--- config.mk ---
export PLATFORM = sky130hd
export DESIGN_NAME = inst_sram_bridge
export DESIGN_NICKNAME = d
export VERILOG_FILES = /design/src/rtl/inst_sram_bridge.sv
export SDC_FILE = /design/constraint.sdc
export NUM_CORES = 1
export LEC_CHECK = 0
export CAP_MARGIN = 20
export CORE_MARGIN = 2
export CORE_UTILIZATION = 34
export CTS_BUF_LIST = sky130_fd_sc_hd__clkbuf_16
export CTS_CLUSTER_DIAMETER = 100
export DETAILED_ROUTE_END_ITERATION = 12
export GPL_TIMING_DRIVEN = 0
export PLACE_DENSITY = 0.86
export SLEW_MARGIN = 5
export SYNTH_ARGS = -nofsm -noshare
export SYNTH_HDL_FRONTEND = slang
export SYNTH_SLANG_ARGS = --single-unit
--- constraint.sdc ---
create_clock -name clk -period 1.9 [get_ports clk]
set_clock_uncertainty 0.2 [all_clocks]
set_input_delay 0.19 -clock clk [delete_from_list [all_inputs] [get_ports clk]]
set_output_delay 0.19 -clock clk [all_outputs]
set_load 0.05 [all_outputs]
--- src/rtl/inst_sram_bridge.sv ---
// inst_sram_bridge: instruction-fetch front end between the CPU fetch stage and
// an sram-like read bus. One read is issued per fetch, the returned word is
// forwarded to decode as instrF, and inst_on stalls fetch while a read is in
// flight.
//
// Ports:
//   clk, resetn              clock, synchronous active-low reset
//   pcF, inst_en             fetch PC and fetch-permitted (low = bubble)
//   longstall, flush         pipeline freeze, exception/eret redirect
//   instrF, inst_on          instruction to decode, fetch stall
//   inst_req/wr/size/addr/wdata   sram-like request side
//   inst_addr_ok/data_ok/rdata    sram-like response side
module inst_sram_bridge #(
  parameter int unsigned AW        = 32,
  parameter int unsigned DW        = 32,
  parameter int unsigned INST_SIZE = 2
) (
  input  logic          clk,
  input  logic          resetn,
  input  logic [AW-1:0] pcF,
  input  logic          inst_en,
  input  logic          longstall,
  input  logic          flush,
  output logic [DW-1:0] instrF,
  output logic          inst_on,
  output logic          inst_req,
  output logic          inst_wr,
  output logic [1:0]    inst_size,
  output logic [AW-1:0] inst_addr,
  output logic [DW-1:0] inst_wdata,
  input  logic          inst_addr_ok,
  input  logic          inst_data_ok,
  input  logic [DW-1:0] inst_rdata
);

  // S_DISCARD doubles as the "flush pending" marker: a read is in flight
  // whose data must be dropped.
  typedef enum logic [1:0] {
    S_REQ     = 2'd0,
    S_WAIT    = 2'd1,
    S_DISCARD = 2'd2,
    S_HOLD    = 2'd3
  } state_e;

  state_e        state_q, state_d;
  logic [DW-1:0] instr_buf_q, instr_buf_d;
  logic          fetch_go;

  // A fetch is only requested for an aligned PC that is not being redirected.
  assign fetch_go = inst_en & ~flush;

  // Next-state and instruction buffer update
  always_comb begin
    state_d     = state_q;
    instr_buf_d = instr_buf_q;
    case (state_q)
      S_REQ: begin
        if (fetch_go && inst_addr_ok) state_d = S_WAIT;
      end
      S_WAIT: begin
        if (inst_data_ok) begin
          if (!flush) begin
            instr_buf_d = inst_rdata;
            state_d     = longstall ? S_HOLD : S_REQ;
          end else begin
            state_d = S_REQ;
          end
        end else if (flush) begin
          state_d = S_DISCARD;
        end
      end
      S_DISCARD: begin
        if (inst_data_ok) state_d = S_REQ;
      end
      S_HOLD: begin
        if (!longstall || flush) state_d = S_REQ;
      end
      default: state_d = S_REQ;
    endcase
  end

  // State registers
  always_ff @(posedge clk) begin
    if (!resetn) begin
      state_q     <= S_REQ;
      instr_buf_q <= '0;
    end else begin
      state_q     <= state_d;
      instr_buf_q <= instr_buf_d;
    end
  end

  // Fetch-side and request outputs; all forced quiet while in reset
  always_comb begin
    inst_req = 1'b0;
    inst_on  = 1'b0;
    instrF   = '0;
    if (resetn) begin
      case (state_q)
        S_REQ: begin
          inst_req = fetch_go;
          inst_on  = fetch_go;
          instrF   = inst_en ? instr_buf_q : '0;
        end
        S_WAIT: begin
          inst_on = ~inst_data_ok;
          // Bypass so decode can capture the word in the data_ok cycle.
          instrF  = (inst_data_ok && !flush) ? inst_rdata : instr_buf_q;
        end
        S_DISCARD: begin
          inst_on = 1'b1;
          instrF  = instr_buf_q;
        end
        S_HOLD: begin
          instrF = instr_buf_q;
        end
        default: begin
          instrF = instr_buf_q;
        end
      endcase
    end
  end

  assign inst_addr  = pcF;
  assign inst_wr    = 1'b0;
  assign inst_size  = 2'(INST_SIZE);
  assign inst_wdata = '0;

endmodule

==> flow_metrics.env <==
export IMPL_regArea_um2=683
export IMPL_fillCellCount=583
export IMPL_synth_area_top_cells="dfxtp_1 (30%), buf_4 (22%), a22o_1 (12%)"
export IMPL_setup_viol=32
export IMPL_antenna_found_initial=0
export IMPL_start_util_pct=35.5
export IMPL_dpl_cell_count=488
export IMPL_postSynthCellCount=274
export IMPL_die_w_um=85.7
export IMPL_antenna_cells=0
export IMPL_num_rows=29
export IMPL_wirelength_um=6410
export IMPL_synth_area_mm2=0.00227
export IMPL_pre_cts_ws_ns=-1.02
export IMPL_rsz0062_at_grt="true"
export IMPL_fmaxAchievable_mhz=464
export IMPL_final_core_util_pct=59.7
export IMPL_cp_slowest_stage_delay_ns=0.32
export IMPL_route_antenna_remaining_nets=0
export IMPL_seq_area_frac_synth_pct=30.0
export IMPL_ys_ff_latch=34
export IMPL_cts_tree="built"
export IMPL_critPathSlowestCell="dfxtp_2"
export IMPL_slew_violations=0
export IMPL_drv_cap=0
export IMPL_finalPower_w=0.00224
export IMPL_cts_root_buffer="clkbuf_16"
export IMPL_crit_chain="buf_6, nand4bb_1, buf_6, o311a_4, buf_8, a22o_1, buf_6"
export IMPL_postCtsHoldBufs=0
export IMPL_firstDrtPassIters=4
export IMPL_clock_sinks=34
export IMPL_drt_iter0_drc=58
export IMPL_grt_pass1_vias=2187
export IMPL_synth_top_area_share_pct=30.0
export IMPL_drive_gt1_share_pct=32.6
export IMPL_grt_max_degree=11
export IMPL_fin_ws_ns=-0.253
export IMPL_clockBufferDepth=2
export IMPL_grt_pass1_wl_um=9800
export IMPL_area_delta_synth_final_pct=68.2
export IMPL_violations="negative setup slack"
export IMPL_htreeDepth=2
export IMPL_hpwlAfterDp_um=4860
export IMPL_worstMarginPinSlew_ns=0.509
export IMPL_critPathArrivalTime_ns=1.76
export IMPL_nets=497
export IMPL_vdd_drop_max_mv=0.310
export IMPL_chipHeight_um=85.7
export IMPL_drc=0
export IMPL_finalNonFillerCells=504
export IMPL_startpoint_type="flop"
export IMPL_min_period_over_period_pct=113
export IMPL_mostFrequentLayoutCells="buf_4 (74), clkdlybuf4s50_1 (68), nand2_1 (64)"
export IMPL_crit_required_ns=1.51
export IMPL_hold_class="reg -> reg"
export IMPL_leakagePower_nw=1.71
export IMPL_yosys_area_top_type="dfxtp_1"
export IMPL_cts_made_buffers=5
export IMPL_synth_warnings=0
export IMPL_cp_end_kind="primary output"
export IMPL_status="finished, violations left"
export IMPL_fin_tns_setup_ns=-6.82
export IMPL_relSlewSlack_pct=66.0
export IMPL_vias=2266
export IMPL_io_pins=172
export IMPL_path_max_fanout=10
export IMPL_ys_flop_type="dfxtp_1"
export IMPL_hold_viol=0
export IMPL_cp_common_cell="buf_6"
export IMPL_synth_edf_count=0
export IMPL_multiInputGateArea_mm2=0.00107
export IMPL_crit_type="reg -> out"
export IMPL_synth_cell_types=22
export IMPL_layout_min_cycle_time_ns=2.15
export IMPL_mostFrequentLayoutCell="buf_4"
export IMPL_grt_ovfl_total=0
export IMPL_insertion_delay_ns=0.27
export IMPL_path_clk_slew_ns=0.05
export IMPL_die_area_mm2=0.00734
export IMPL_numPortBuffers=104
export IMPL_powerDensity_mw_per_mm2=587
export IMPL_via_per_inst=4.50
export IMPL_core_mm2=0.00639
export IMPL_async_flop_share_pct=0
export IMPL_track_usage_pct=16.7
export IMPL_wl_per_cell_um=12.7
export IMPL_synth_avg_cell_area_um2=8.28
export IMPL_gp_congestion=0.694
synthesized netlist by cell type (2+ instances only):
library cell  number
a21boi_0          34
a22o_1            31
and3b_1            3
buf_2              9
buf_4             67
buf_6              8
clkbuf_1           4
conb_1             2
dfxtp_1           34
nand2_1           64
nor2_1             2
nor2b_1            2
o21ai_0            4
o311a_1            2
flip-flops by register name, summed over array words and instances, names as in the netlist:
name and cells:
state_q 2, instr_buf_q 32
metal layers:
layer | wire (um) | global-route usage [%] | vias to the layer above
met5 | 0 | 0 | -
met2 | 3290 | 31.2 | 108
met1 | 2370 | 17.8 | 1017
met4 | 103 | 4.76 | 0
li1 | - | - | 1131
met3 | 644 | 5.49 | 10
kinds of logic (layout without fill, tap and decap cells):
| group | Yosys count | after routing | share of synthesized area, % |
|---|---|---|---|
| buf+inv | 88 | 208 | 28.8 |
| simple gates | 77 | 77 | 15.0 |
| compound gates | 73 | 73 | 25.9 |
| flops | 34 | 34 | 30.0 |
| other cells | 2 | 35 | 0.331 |
through the flow:
stage                     instance area [um^2]  hold slack (ns)
after floorplan                           2400            0.135
after global placement                    3530            0.250
after detailed placement                  3530            0.258
after CTS                                 3780            0.267
after global routing                      3810            0.286
final                                     3810            0.265
power by group:
part           switching (W)  internal (W)  leakage (nW)
clock               0.000284      0.000473        0.0724
combinational       0.000447      0.000303          1.36
sequential        0.00000680      0.000727         0.275
total               0.000738       0.00150          1.71
worst max-delay path: cells and delay by family (launching register included):
kind | cells | cell delay [ns]
AOI/OAI and AO/OA | 2 | 0.40
DFF | 1 | 0.32
and+or+nand+nor | 1 | 0.18
buffers and inverters | 4 | 0.59
final cells by class:
cell class / instances / share of cell area [%]
plain buffers: 88 / 17.8
clock buffers: 5 / 3.28
clock inverters: 3 / 0.328
multi-input cells: 185 / 28.1
flip-flops and latches: 34 / 17.9
well taps: 77 / 2.53
repair buffers: 112 / 30.0
what timing repair did:
| item | 4_1_cts | 5_1_grt |
|---|---|---|
| setup endpoints to repair | 34 | 34 |
| cloned | 2 | 0 |
| pin swaps | 12 | 2 |
| buffers inserted | 3 | 3 |
| resized for setup | 248 | 10 |
worst paths after layout:
check / cells after the start / endpoint / startpoint / slack (ns)
worst max-delay path: 7 / instrF[19] / state_q[1]$_SDFFE_PN0P_ / -0.25
worst min-delay path: 2 / instr_buf_q[24]$_SDFFE_PN0P_ / instr_buf_q[24]$_SDFFE_PN0P_ / 0.26
worst max register to register: 8 / instr_buf_q[12]$_SDFFE_PN0P_ / state_q[1]$_SDFFE_PN0P_ / 0.13
worst min register to register: 2 / instr_buf_q[24]$_SDFFE_PN0P_ / instr_buf_q[24]$_SDFFE_PN0P_ / 0.26
No activity file was read; power rests on OpenSTA's default activity.
